<file path="src/rtl/branch_sequencer.sv">
// Conditional branch resolution controller: borrows the shared ALU for the
// rs1-rs2 compare, evaluates the B-type condition and redirects fetch.
module branch_sequencer #(
  parameter int XLEN  = 32,
  parameter int CNT_W = 32
) (
  input  logic             clk_i,
  input  logic             rst_i,
  input  logic             br_valid_i,
  output logic             br_ready_o,
  input  logic [2:0]       br_funct3_i,
  input  logic [XLEN-1:0]  br_pc_i,
  input  logic [12:0]      br_imm_i,
  input  logic [XLEN-1:0]  br_rs1_i,
  input  logic [XLEN-1:0]  br_rs2_i,
  output logic             alu_req_o,
  input  logic             alu_gnt_i,
  output logic [XLEN-1:0]  alu_a_o,
  output logic [XLEN-1:0]  alu_b_o,
  input  logic             alu_valid_i,
  input  logic             alu_zero_i,
  input  logic             alu_negative_i,
  input  logic             alu_borrow_i,
  output logic             redirect_valid_o,
  input  logic             redirect_ready_i,
  output logic [XLEN-1:0]  redirect_pc_o,
  output logic             flush_o,
  output logic             resolve_valid_o,
  output logic             resolve_taken_o,
  output logic             resolve_exc_o,
  output logic [CNT_W-1:0] branch_count_o,
  output logic [CNT_W-1:0] taken_count_o
);

  typedef enum logic [2:0] {
    IDLE,
    ALU_REQ,
    ALU_WAIT,
    REDIRECT,
    DONE
  } state_t;

  state_t state, state_next;

  logic [2:0]       funct3;
  logic [XLEN-1:0]  pc;
  logic [12:0]      imm;
  logic [XLEN-1:0]  rs1;
  logic [XLEN-1:0]  rs2;
  logic             taken, taken_next;
  logic             exc, exc_next;
  logic [CNT_W-1:0] branch_count;
  logic [CNT_W-1:0] taken_count;

  logic signed [XLEN-1:0] imm_ext;
  logic [XLEN-1:0]        target;
  logic                   accept;
  logic                   cond;

  function automatic logic is_illegal(input logic [2:0] f3);
    return (f3 == 3'b010) || (f3 == 3'b011);
  endfunction

  function automatic logic branch_cond(input logic [2:0] f3, input logic zero,
                                       input logic negative, input logic borrow);
    logic c;
    case (f3)
      3'b000:  c = zero;
      3'b001:  c = !zero;
      3'b100:  c = negative;
      3'b101:  c = !negative;
      3'b110:  c = borrow;
      3'b111:  c = !borrow;
      default: c = 1'b0;
    endcase
    return c;
  endfunction

  // Target arithmetic wraps modulo 2^XLEN by construction of the adder width.
  assign imm_ext = {{(XLEN-13){imm[12]}}, imm};
  assign target  = pc + imm_ext;
  assign accept  = br_valid_i && (state == IDLE);
  assign cond    = branch_cond(funct3, alu_zero_i, alu_negative_i, alu_borrow_i);

  always_comb begin
    state_next = state;
    taken_next = taken;
    exc_next   = exc;
    case (state)
      IDLE: begin
        if (br_valid_i) begin
          taken_next = 1'b0;
          if (is_illegal(br_funct3_i)) begin
            exc_next   = 1'b1;
            state_next = DONE;
          end else begin
            exc_next   = 1'b0;
            state_next = ALU_REQ;
          end
        end
      end
      ALU_REQ: begin
        if (alu_gnt_i) state_next = ALU_WAIT;
      end
      ALU_WAIT: begin
        if (alu_valid_i) begin
          if (!cond) begin
            state_next = DONE;
          end else if (target[1:0] != 2'b00) begin
            exc_next   = 1'b1;
            state_next = DONE;
          end else begin
            state_next = REDIRECT;
          end
        end
      end
      REDIRECT: begin
        if (redirect_ready_i) begin
          taken_next = 1'b1;
          state_next = DONE;
        end
      end
      DONE:    state_next = IDLE;
      default: state_next = IDLE;
    endcase
  end

  always_ff @(posedge clk_i) begin
    if (rst_i) begin
      state        <= IDLE;
      taken        <= 1'b0;
      exc          <= 1'b0;
      funct3       <= '0;
      pc           <= '0;
      imm          <= '0;
      rs1          <= '0;
      rs2          <= '0;
      branch_count <= '0;
      taken_count  <= '0;
    end else begin
      state <= state_next;
      taken <= taken_next;
      exc   <= exc_next;
      if (accept) begin
        funct3 <= br_funct3_i;
        pc     <= br_pc_i;
        imm    <= br_imm_i;
        rs1    <= br_rs1_i;
        rs2    <= br_rs2_i;
      end
      if (state == DONE) begin
        if (!exc)  branch_count <= branch_count + CNT_W'(1);
        if (taken) taken_count  <= taken_count + CNT_W'(1);
      end
    end
  end

  assign br_ready_o       = (state == IDLE);
  assign alu_req_o        = (state == ALU_REQ);
  assign alu_a_o          = rs1;
  assign alu_b_o          = rs2;
  assign redirect_valid_o = (state == REDIRECT);
  assign redirect_pc_o    = (state == REDIRECT) ? target : '0;
  assign flush_o          = redirect_valid_o && redirect_ready_i;
  assign resolve_valid_o  = (state == DONE);
  assign resolve_taken_o  = (state == DONE) && taken;
  assign resolve_exc_o    = (state == DONE) && exc;
  assign branch_count_o   = branch_count;
  assign taken_count_o    = taken_count;

endmodule

</file>
<file path="config.mk">
export PLATFORM = sky130hd
export DESIGN_NAME = branch_sequencer
export DESIGN_NICKNAME = d
export VERILOG_FILES = /design/src/rtl/branch_sequencer.sv
export SDC_FILE = /design/constraint.sdc
export NUM_CORES = 1
export LEC_CHECK = 0
export ABC_CLOCK_PERIOD_IN_PS = 2500
export BUFFER_PORTS_ARGS = -buffer_cell sky130_fd_sc_hd__buf_2
export CORE_MARGIN = 4
export CORE_UTILIZATION = 43
export CTS_CLUSTER_SIZE = 14
export DETAILED_ROUTE_END_ITERATION = 16
export PLACE_DENSITY = 0.81
export RECOVER_POWER = 100
export SKIP_CTS_REPAIR_TIMING = 1
export SLEW_MARGIN = 20
export SYNTH_ARGS = -nofsm -noshare
export SYNTH_HDL_FRONTEND = slang
export SYNTH_SLANG_ARGS = --single-unit
</file>
<file path="constraint.sdc">
create_clock -name clk_i -period 2.5 [get_ports clk_i]
set_input_delay 0.125 -clock clk_i [delete_from_list [all_inputs] [get_ports clk_i]]
set_output_delay 0.125 -clock clk_i [all_outputs]
set_load 0.02 [all_outputs]
</file>
==> results.sh <==
export IMPL_synth_top_flop_cell="dfxtp_1"
export IMPL_htree_levels=4
export IMPL_grt_total_usage_pct=21.7
export IMPL_fin_cells=1853
export IMPL_drive_gt1_share_pct=21.4
export IMPL_routed_wirelength_um=30300
export IMPL_synth_top_cell_by_area="dfxtp_1"
export IMPL_yosysMostFrequentCell="nand2_1"
export IMPL_final_antenna_net_count=0
export IMPL_slowest_delay_ns=0.41
export IMPL_cts_sinks=181
export IMPL_avgSynthCellArea_sq_um=7.75
export IMPL_setup_violations=24
export IMPL_drc=0
export IMPL_synth_common_cells="nand2_1, dfxtp_1, a21oi_1"
export IMPL_core_sq_mm=0.0203
export IMPL_syn_inst=1148
export IMPL_area_growth_pct=44.8
export IMPL_num_vias=9929
export IMPL_finalCriticalPeriod_ns=3.03
export IMPL_hpwl_um=19500
export IMPL_synth_cell_type_count=60
export IMPL_ys_async_sr_fraction_pct=0
export IMPL_critPathLaunchType="register"
export IMPL_synthesis_area_sq_mm=0.00889
export IMPL_antenna_found_initial=0
export IMPL_num_rows=52
export IMPL_met2_length_um=15100
export IMPL_cts_root_buf="clkbuf_16"
export IMPL_skew_ns=0.0118
export IMPL_diodes=0
export IMPL_path_cells="ha_4, a21oi_2, buf_4, o211ai_1, a21o_1, a221o_1, o2111ai_2, nand3_1, a21oi_2, buf_4"
export IMPL_tritoncts="built"
export IMPL_drtIter0Drc=737
export IMPL_crit_start="imm[4]$_SDFFE_PP0P_"
export IMPL_cpLargestDelayFamily="compound AO/OA/AOI/OAI gates"
export IMPL_layout_setup_ws_ns=-0.527
export IMPL_drv_slew=0
export IMPL_min_path_type="input pin to register"
export IMPL_path_class="register to primary output"
export IMPL_hold_viol=2
export IMPL_rsz0062_at_grt="true"
export IMPL_grt_pass1_vias=8803
export IMPL_critPathRequiredTime_ns=2.38
export IMPL_dr_pass1_iters=5
export IMPL_synth_seq_cells=181
export IMPL_critPathSlowestCell="dfxtp_1"
export IMPL_portBuffers=287
export IMPL_endpoint_kind="primary output"
export IMPL_clk_latency_ns=0.43
export IMPL_violations="hold timing, setup timing"
export IMPL_die_area_sq_mm=0.0230
export IMPL_cp_num_buf_inv=2
export IMPL_p_leak_nw=5.24
export IMPL_dr_max_layer_used="met4"
export IMPL_slew_headroom_pct=42.3
export IMPL_ioPinCount=288
export IMPL_hold_ws_ns=-0.0164
export IMPL_die_x_um=152
export IMPL_power_density_mw_per_mm2=780
export IMPL_dp_cells=1711
export IMPL_power_total_mw=10.0
export IMPL_viasPerCell=5.36
export IMPL_synth_area_leaders="dfxtp_1, nand2_1, a21oi_1, xor2_1, ha_1"
export IMPL_syn_nets=1303
export IMPL_dr_wl_met3_um=2110
export IMPL_grt_max_degree=114
export IMPL_reg2reg_from="state[2]$_SDFFE_PP0P_"
export IMPL_ir_drop_mv=0.575
export IMPL_ys_seq_area_share_pct=40.7
export IMPL_die_h_um=152
export IMPL_grt_pass1_wl_um=42700
export IMPL_fin_nets=1725
export IMPL_final_min_period_over_clock_period_pct=121
export IMPL_m1WireLength_um=11800
export IMPL_crit_arrival_ns=2.90
export IMPL_maxCapViolCount=0
export IMPL_gp_congestion=0.924
export IMPL_tightest_slew_ns=0.865
export IMPL_synth_edf_count=0
export IMPL_status="finished with violations"
export IMPL_fin_tns_setup_ns=-7.15
export IMPL_drt_wirelength_per_cell_um=16.4
export IMPL_worstHoldStart="br_pc_i[23]"
export IMPL_clkTransAtPathRegs_ns=0.07
export IMPL_yosysWarnings=0
export IMPL_grt_overflow_total=0
export IMPL_utilization_pct=63.4
export IMPL_initial_core_util_pct=43.8
export IMPL_clock_path_buffers=2
export IMPL_synth_top_area_share_pct=40.7
export IMPL_numCtsBuffers=17
export IMPL_cp_max_fo=4
export IMPL_max_freq_mhz=330
-- power by group --
group          total, mW  switching [mW]  internal, mW
clock               2.51            1.19          1.32
sequential          3.62           0.309          3.31
combinational       3.92            2.43          1.49
-- sequential cells by signal, indices dropped and copies added, names as in the netlist --
name            flops
taken_count_o      32
taken               1
alu_a_o            32
alu_b_o            32
exc                 1
imm                13
funct3              3
branch_count_o     32
pc                 32
state               3
-- worst paths after layout --
check                               endpoint  depth (start not counted)  slack (ns)
min reg2reg         alu_a_o[16]$_SDFFE_PP0P_                          2        0.45
min                      pc[23]$_SDFFE_PP0P_                          3       -0.02
max                        redirect_pc_o[31]                         10       -0.53
max reg2reg  branch_count_o[31]$_SDFFE_PP0P_                          7        0.02
-- tightest hold or removal path, cell delays in order --
cell     delay (ns)
buf_2          0.11
nand2_1        0.06
a21oi_1        0.05
-- cell families (layout without fill, tap and decap cells) --
group	Yosys count	in the layout	synth area share, %
buffers and inverters	85	520	3.91
adders and majority gates	34	34	4.87
DFF	181	181	40.7
and+or+nand+nor	518	518	26.4
muxes	4	4	0.450
xor gates and xnor gates	75	75	7.39
AOI/OAI and AO/OA	251	251	16.3
-- cells in the final DEF, fill, tap and decap left out, drive strengths merged, types with 28 or more instances in the layout --
master       synthesis  routed
a21oi              159     159
buf                 22     234
nand3               34      34
nand2              270     270
o21ai               28      28
xor2                50      50
nor2               108     108
ha                  33      33
dlygate4sd3          0     101
dfxtp              181     181
clkbuf              43     154
-- metrics by stage --
stage / worst slack [ns] / area (sq um) / hold slack (ns)
after floorplan: -0.0213 / 8920 / 0.254
after global placement: -0.148 / 11000 / 0.364
after detailed placement: -0.244 / 11000 / 0.371
after CTS: -0.722 / 11500 / -0.0823
after global routing: -0.603 / 12900 / -0.00275
final: -0.527 / 12900 / -0.0164
-- layout make-up --
type                       instances  area (sq um)
sequential                       181          3640
multi-input combinational        882          5290
inverter                          20          75.1
tap                              270           338
clock buffer                      21           450
clock inverter                    11          92.6
fill                            1708          7420
timing repair buffer             468          2990
-- per-layer routing --
metal / up-vias / track usage (%)
li1: 4746 / -
met1: 4608 / 26.7
met2: 455 / 37.0
met3: 120 / 4.81
met4: 0 / 8.39
met5: - / 0
No activity file was read; power rests on OpenSTA's default activity.
